**config.mk**
```make
export PLATFORM = sky130hd
export DESIGN_NAME = pipelined_barrel_shifter
export DESIGN_NICKNAME = d
export VERILOG_FILES = /design/src/rtl/pipelined_barrel_shifter.sv
export SDC_FILE = /design/constraint.sdc
export NUM_CORES = 1
export LEC_CHECK = 0
export ABC_CLOCK_PERIOD_IN_PS = 1800
export CORE_AREA = 3 3 165 247
export CTS_CLUSTER_SIZE = 28
export DETAILED_ROUTE_END_ITERATION = 10
export DIE_AREA = 0 0 168 250
export GPL_TIMING_DRIVEN = 0
export SETUP_SLACK_MARGIN = 0.05
export SLEW_MARGIN = 10
export SYNTH_ARGS = -nofsm -noshare
export SYNTH_HDL_FRONTEND = slang
export SYNTH_SLANG_ARGS = --single-unit
```
**constraint.sdc**
```tcl
create_clock -name clk -period 1.8 [get_ports clk]
set_input_delay 0.36 -clock clk [delete_from_list [all_inputs] [get_ports clk]]
set_output_delay 0.36 -clock clk [all_outputs]
set_load 0.005 [all_outputs]
```
**src/rtl/pipelined_barrel_shifter.sv**
```systemverilog
// Pipelined barrel shifter: one register stage per shift level, valid/ready with global stall.
// Optional rotate-right on op 11 when SHIFTER_ROTATE_EN is defined (otherwise op 11 acts as SRL).
module pipelined_barrel_shifter #(
  parameter  int N = 32,
  localparam int L = $clog2(N)
) (
  input  logic         clk,
  input  logic         rst,
  input  logic         in_valid,
  output logic         in_ready,
  input  logic [N-1:0] in,
  input  logic [L-1:0] shamt,
  input  logic [1:0]   op,
  output logic         out_valid,
  input  logic         out_ready,
  output logic [N-1:0] out
);

  // Handshake: a transfer happens on a rising edge where valid && ready are both high.
  // The whole pipe freezes when the last stage holds a result the consumer refuses.
  logic stall;
  assign stall    = out_valid && !out_ready;
  assign in_ready = !stall;

  for (genvar k = 0; k < L; k++) begin : g_stage
    localparam int SH = 1 << k;

    logic [N-1:0]   d_in;
    logic           v_in;
    logic [L-1-k:0] rem_in;
    logic [1:0]     op_in;
    logic [N-1:0]   d_next;
    logic [N-1:0]   data_q;
    logic           valid_q;

    if (k == 0) begin : g_first
      assign d_in   = in;
      assign v_in   = in_valid;
      assign rem_in = shamt;
      assign op_in  = op;
    end else begin : g_next
      assign d_in   = g_stage[k-1].data_q;
      assign v_in   = g_stage[k-1].valid_q;
      assign rem_in = g_stage[k-1].g_side.rem_q;
      assign op_in  = g_stage[k-1].g_side.op_q;
    end

    // SRA never changes the MSB, so the original sign bit rides down the pipe in data[N-1].
    always_comb begin
      d_next = d_in;
      if (rem_in[0]) begin
        case (op_in)
          2'b00:   d_next = {d_in[N-1-SH:0], {SH{1'b0}}};
          2'b10:   d_next = {{SH{d_in[N-1]}}, d_in[N-1:SH]};
`ifdef SHIFTER_ROTATE_EN
          2'b11:   d_next = {d_in[SH-1:0], d_in[N-1:SH]};
`endif
          default: d_next = {{SH{1'b0}}, d_in[N-1:SH]};
        endcase
      end
    end

    always_ff @(posedge clk) begin
      if (rst) begin
        valid_q <= 1'b0;
        data_q  <= '0;
      end else if (!stall) begin
        valid_q <= v_in;
        data_q  <= d_next;
      end
    end

    // Only stages with work left downstream carry the remaining shift bits and opcode.
    if (k < L - 1) begin : g_side
      logic [L-2-k:0] rem_q;
      logic [1:0]     op_q;

      always_ff @(posedge clk) begin
        if (rst) begin
          rem_q <= '0;
          op_q  <= 2'b00;
        end else if (!stall) begin
          rem_q <= rem_in[L-1-k:1];
          op_q  <= op_in;
        end
      end
    end
  end

  assign out       = g_stage[L-1].data_q;
  assign out_valid = g_stage[L-1].valid_q;

endmodule

```
==> out/summary.log, run 1 <==
INFO  yosys          postSynth.topFlopCell=sky130_fd_sc_hd__dfxtp_1
INFO  yosys          synth_async_sr_flop_share=0
INFO  grt            grt_pass1_wl=53.8mm
INFO  grt            vias_in_the_first_global_route=9,339
INFO  yosys          synth_commonest_cells=183 x sky130_fd_sc_hd__dfxtp_1, 96 x sky130_fd_sc_hd__nand3b_1, 88 x sky130_fd_sc_hd__o31ai_1
INFO  layout         finalNonFillerCells=1,739
INFO  hold_path      hold_path.class=input port to flip-flop
INFO  detailed_routing routed_wl=34.6mm
INFO  placement      preCtsSetupSlack=-0.949ns
INFO  placement      placement.cell_area=11,400um2
INFO  pwr            irDropWorstVdd=0.560mV
INFO  die            floorplan.rows=88
INFO  die            fp.coreArea=38,600um2
INFO  yosys          netlist_cell_types=42
INFO  placement      portBuffers=74
INFO  layout         design_area=12,100um2
INFO  yosys          syn-mean-instance-area=8.81um2
INFO  clock_tree     numClockSinks=183
INFO  critical_path  critical_path_class=flip-flop to output port
INFO  clock_tree     clock_slew_at_reported_path_ffs=0.07ns
INFO  placement      placed_cells_incl_taps=1,707
INFO  clock_tree     worstSkewPairLatency=0.44ns
INFO  placement      gp_congestion=0.999
INFO  critical_path  timing.critical_path.arrival=1.34ns
INFO  detailed_routing vias=9,164
INFO  die            initial_utilization=0.260
INFO  sta            timing.final.crit_share=0.944
INFO  sta            post-route-worst-setup-slack=0.101ns
INFO  layout         area.growth.synth_to_final=20.5%
INFO  sta            relSlewSlack=0.513
INFO  critical_path  cp-end-kind=output port
INFO  detailed_routing antenna_violating_nets_post_route=0
INFO  sta            clock.fmax=588MHz
INFO  sta            final_setup_viols=0
INFO  critical_path  worstPathRequired=1.44ns
INFO  sta            tightest_slew=0.730ns
INFO  sta            grt_setup_unrepaired=yes
INFO  clock_tree     cts_root_buffer=sky130_fd_sc_hd__clkbuf_16
INFO  detailed_routing first_pass_iters=6
INFO  grt            gr-usage-all-layers=0.160
INFO  yosys          syn-num-nets=1,181
INFO  die            die_height=250um
INFO  layout         fraction_of_final_layout_cells_sized_beyond_drive_strength_1=0.149
INFO  yosys          synth_most_common_cell=sky130_fd_sc_hd__dfxtp_1
INFO  yosys          syn-cell-area=10,000um2
INFO  detailed_routing vias_per_cell=5.27
INFO  clock_tree     cts_tree=yes
INFO  die            design.die.area=42,000um2
INFO  sta            slew_violations=0
INFO  critical_path  setup.worst_path.start_class=flip-flop
INFO  placement      detailedPlacementHpwl=27.1mm
INFO  yosys          yosys-top-cells-area=sky130_fd_sc_hd__dfxtp_1 37%, sky130_fd_sc_hd__nand3b_1 7.2%, sky130_fd_sc_hd__o31ai_1 6.6%
INFO  clock_tree     cts_htree_levels=4
INFO  detailed_routing first_drt_iteration_drcs=681
INFO  sta            setup-tns-final=0ns
INFO  job            maxCapViolCount=0
INFO  critical_path  cp_max_fo=7
INFO  clock_tree     numCtsBuffers=17
INFO  sta            post_route_minimum_period=1.70ns
INFO  layout         core_util_final=0.313
INFO  die            die_w=168um
INFO  detailed_routing drc_errors=0
INFO  pwr            cellLeakagePower=4.22nW
INFO  pwr            totalPowerFinal=9.96mW
INFO  clock_tree     max-clock-path-buffers=2
INFO  outcome        status=finished, final reports clean
INFO  yosys          synth_largest_type_area_fraction=0.365
INFO  sta            hold_ws=0.340ns
INFO  yosys          cell_accounting_for_the_most_synthesized_area=sky130_fd_sc_hd__dfxtp_1
INFO  yosys          synth.ff_latch_count=183
INFO  pwr            pwr_density_cell=824nW/um2
INFO  yosys          synth_cells=1,138
INFO  sta            final-hold-violation-count=0
INFO  die            number_of_ports_placed_on_the_die_boundary=77
INFO  yosys          synth_sequential_area_ratio=0.365
INFO  layout         final.fill_count=4,079
INFO  yosys          synth_edf_count=0
INFO  grt            grt_max_degree=19
INFO  layout         layout.nets=1,275
INFO  yosys          yosys_warnings=0
INFO  grt            grt_antenna_before_repair=0
INFO  layout         antenna-diode-count=0
INFO  sta            clock-skew-final=0.0148ns
INFO  grt            grt_remaining_overflow=0
INFO  detailed_routing routed_wire_length_per_instance=19.9um
-- area by class of cell --
class                   instances  area, um2  area share
repair buffers                 76        759      0.0628
clock inverters                12        189      0.0156
plain buffers                 135        806      0.0666
inverters                      10       45.0     0.00373
clock buffers                  19        453      0.0375
well taps                     495        619      0.0512
flip-flops and latches        183       3660       0.303
multi-input cells             809       5560       0.459
-- where the power goes --
group,switching [mW],internal (mW)
Clock,1.73,2.42
Combinational,0.657,0.583
Sequential,0.284,4.28
-- layer usage --
metal,up-vias,global-route usage,share of wire
met4,0,0.0582,0.033
met2,252,0.299,0.52
li1,4478,-,-
met1,4366,0.182,0.41
met3,68,0.0250,0.033
met5,-,0,0
-- flip-flops by register name, summed over array words and instances (netlist names) --
name and cells:
g_stage.g_side.rem_q 10, out 32, out_valid 1, g_stage.g_side.op_q 8, g_stage.valid_q 4, g_stage.data_q 128
-- repair_timing --
item,in CTS,in global routing
pin swaps,0,0
gates resized for setup,12,11
buffers inserted,2,0
hold buffers,0,0
setup endpoints to repair,1,114
-- final timing paths --
kind / startpoint / to / slack (ns) / cells past startpoint
setup reg to reg: out_valid$_SDFFE_PP0N_ / g_stage[3].data_q[10]$_SDFFE_PP0N_ / 0.11 / 7
hold / removal: rst / g_stage[1].data_q[15]$_SDFFE_PP0N_ / 0.34 / 3
setup / recovery: out_valid$_SDFFE_PP0N_ / in_ready / 0.10 / 5
hold reg to reg: g_stage[1].g_side.rem_q[1]$_SDFFE_PP0N_ / g_stage[1].g_side.rem_q[1]$_SDFFE_PP0N_ / 0.46 / 2
-- critical path, cell delays in order, from the launching register on --
cell	delay (ns)
sky130_fd_sc_hd__dfxtp_2	0.33
sky130_fd_sc_hd__nor2b_4	0.14
sky130_fd_sc_hd__buf_8	0.13
sky130_fd_sc_hd__inv_8	0.05
sky130_fd_sc_hd__buf_12	0.13
sky130_fd_sc_hd__buf_6	0.11
-- logic make-up after synthesis --
logic type	Yosys count	synth area share
buffers and inverters	146	0.0810
AOI/OAI and AO/OA	441	0.317
muxes	54	0.0600
and+or+nand+nor	314	0.177
DFF	183	0.365
-- cells in the final DEF, fill, tap and decap left out, types with 33 or more instances in the layout --
cell,netlist,routed
sky130_fd_sc_hd__o21a_1,60,60
sky130_fd_sc_hd__nand2b_1,34,34
sky130_fd_sc_hd__clkbuf_1,39,39
sky130_fd_sc_hd__nand3b_1,96,96
sky130_fd_sc_hd__a211oi_1,70,70
sky130_fd_sc_hd__clkdlybuf4s50_1,0,72
sky130_fd_sc_hd__nor3_1,41,41
sky130_fd_sc_hd__o21ai_0,71,71
sky130_fd_sc_hd__o21ai_1,39,39
sky130_fd_sc_hd__buf_2,64,54
sky130_fd_sc_hd__dfxtp_1,183,182
sky130_fd_sc_hd__nand2_1,55,55
sky130_fd_sc_hd__o31ai_1,88,88
sky130_fd_sc_hd__a221oi_1,33,33
sky130_fd_sc_hd__nor2_1,66,66
Power figures use the tool's default switching activity.
==> inputs of run 2 (changes only) <==
--- a/config.mk
+++ b/config.mk
@@ -12,6 +12,7 @@
 export DIE_AREA = 0 0 168 250
 export GPL_TIMING_DRIVEN = 0
 export SETUP_SLACK_MARGIN = 0.05
+export SKIP_LAST_GASP = 1
 export SLEW_MARGIN = 10
 export SYNTH_ARGS = -nofsm -noshare
 export SYNTH_HDL_FRONTEND = slang
==> results of run 2 <==
No change in the layout: final DEF, timing and power equal those of run 1.
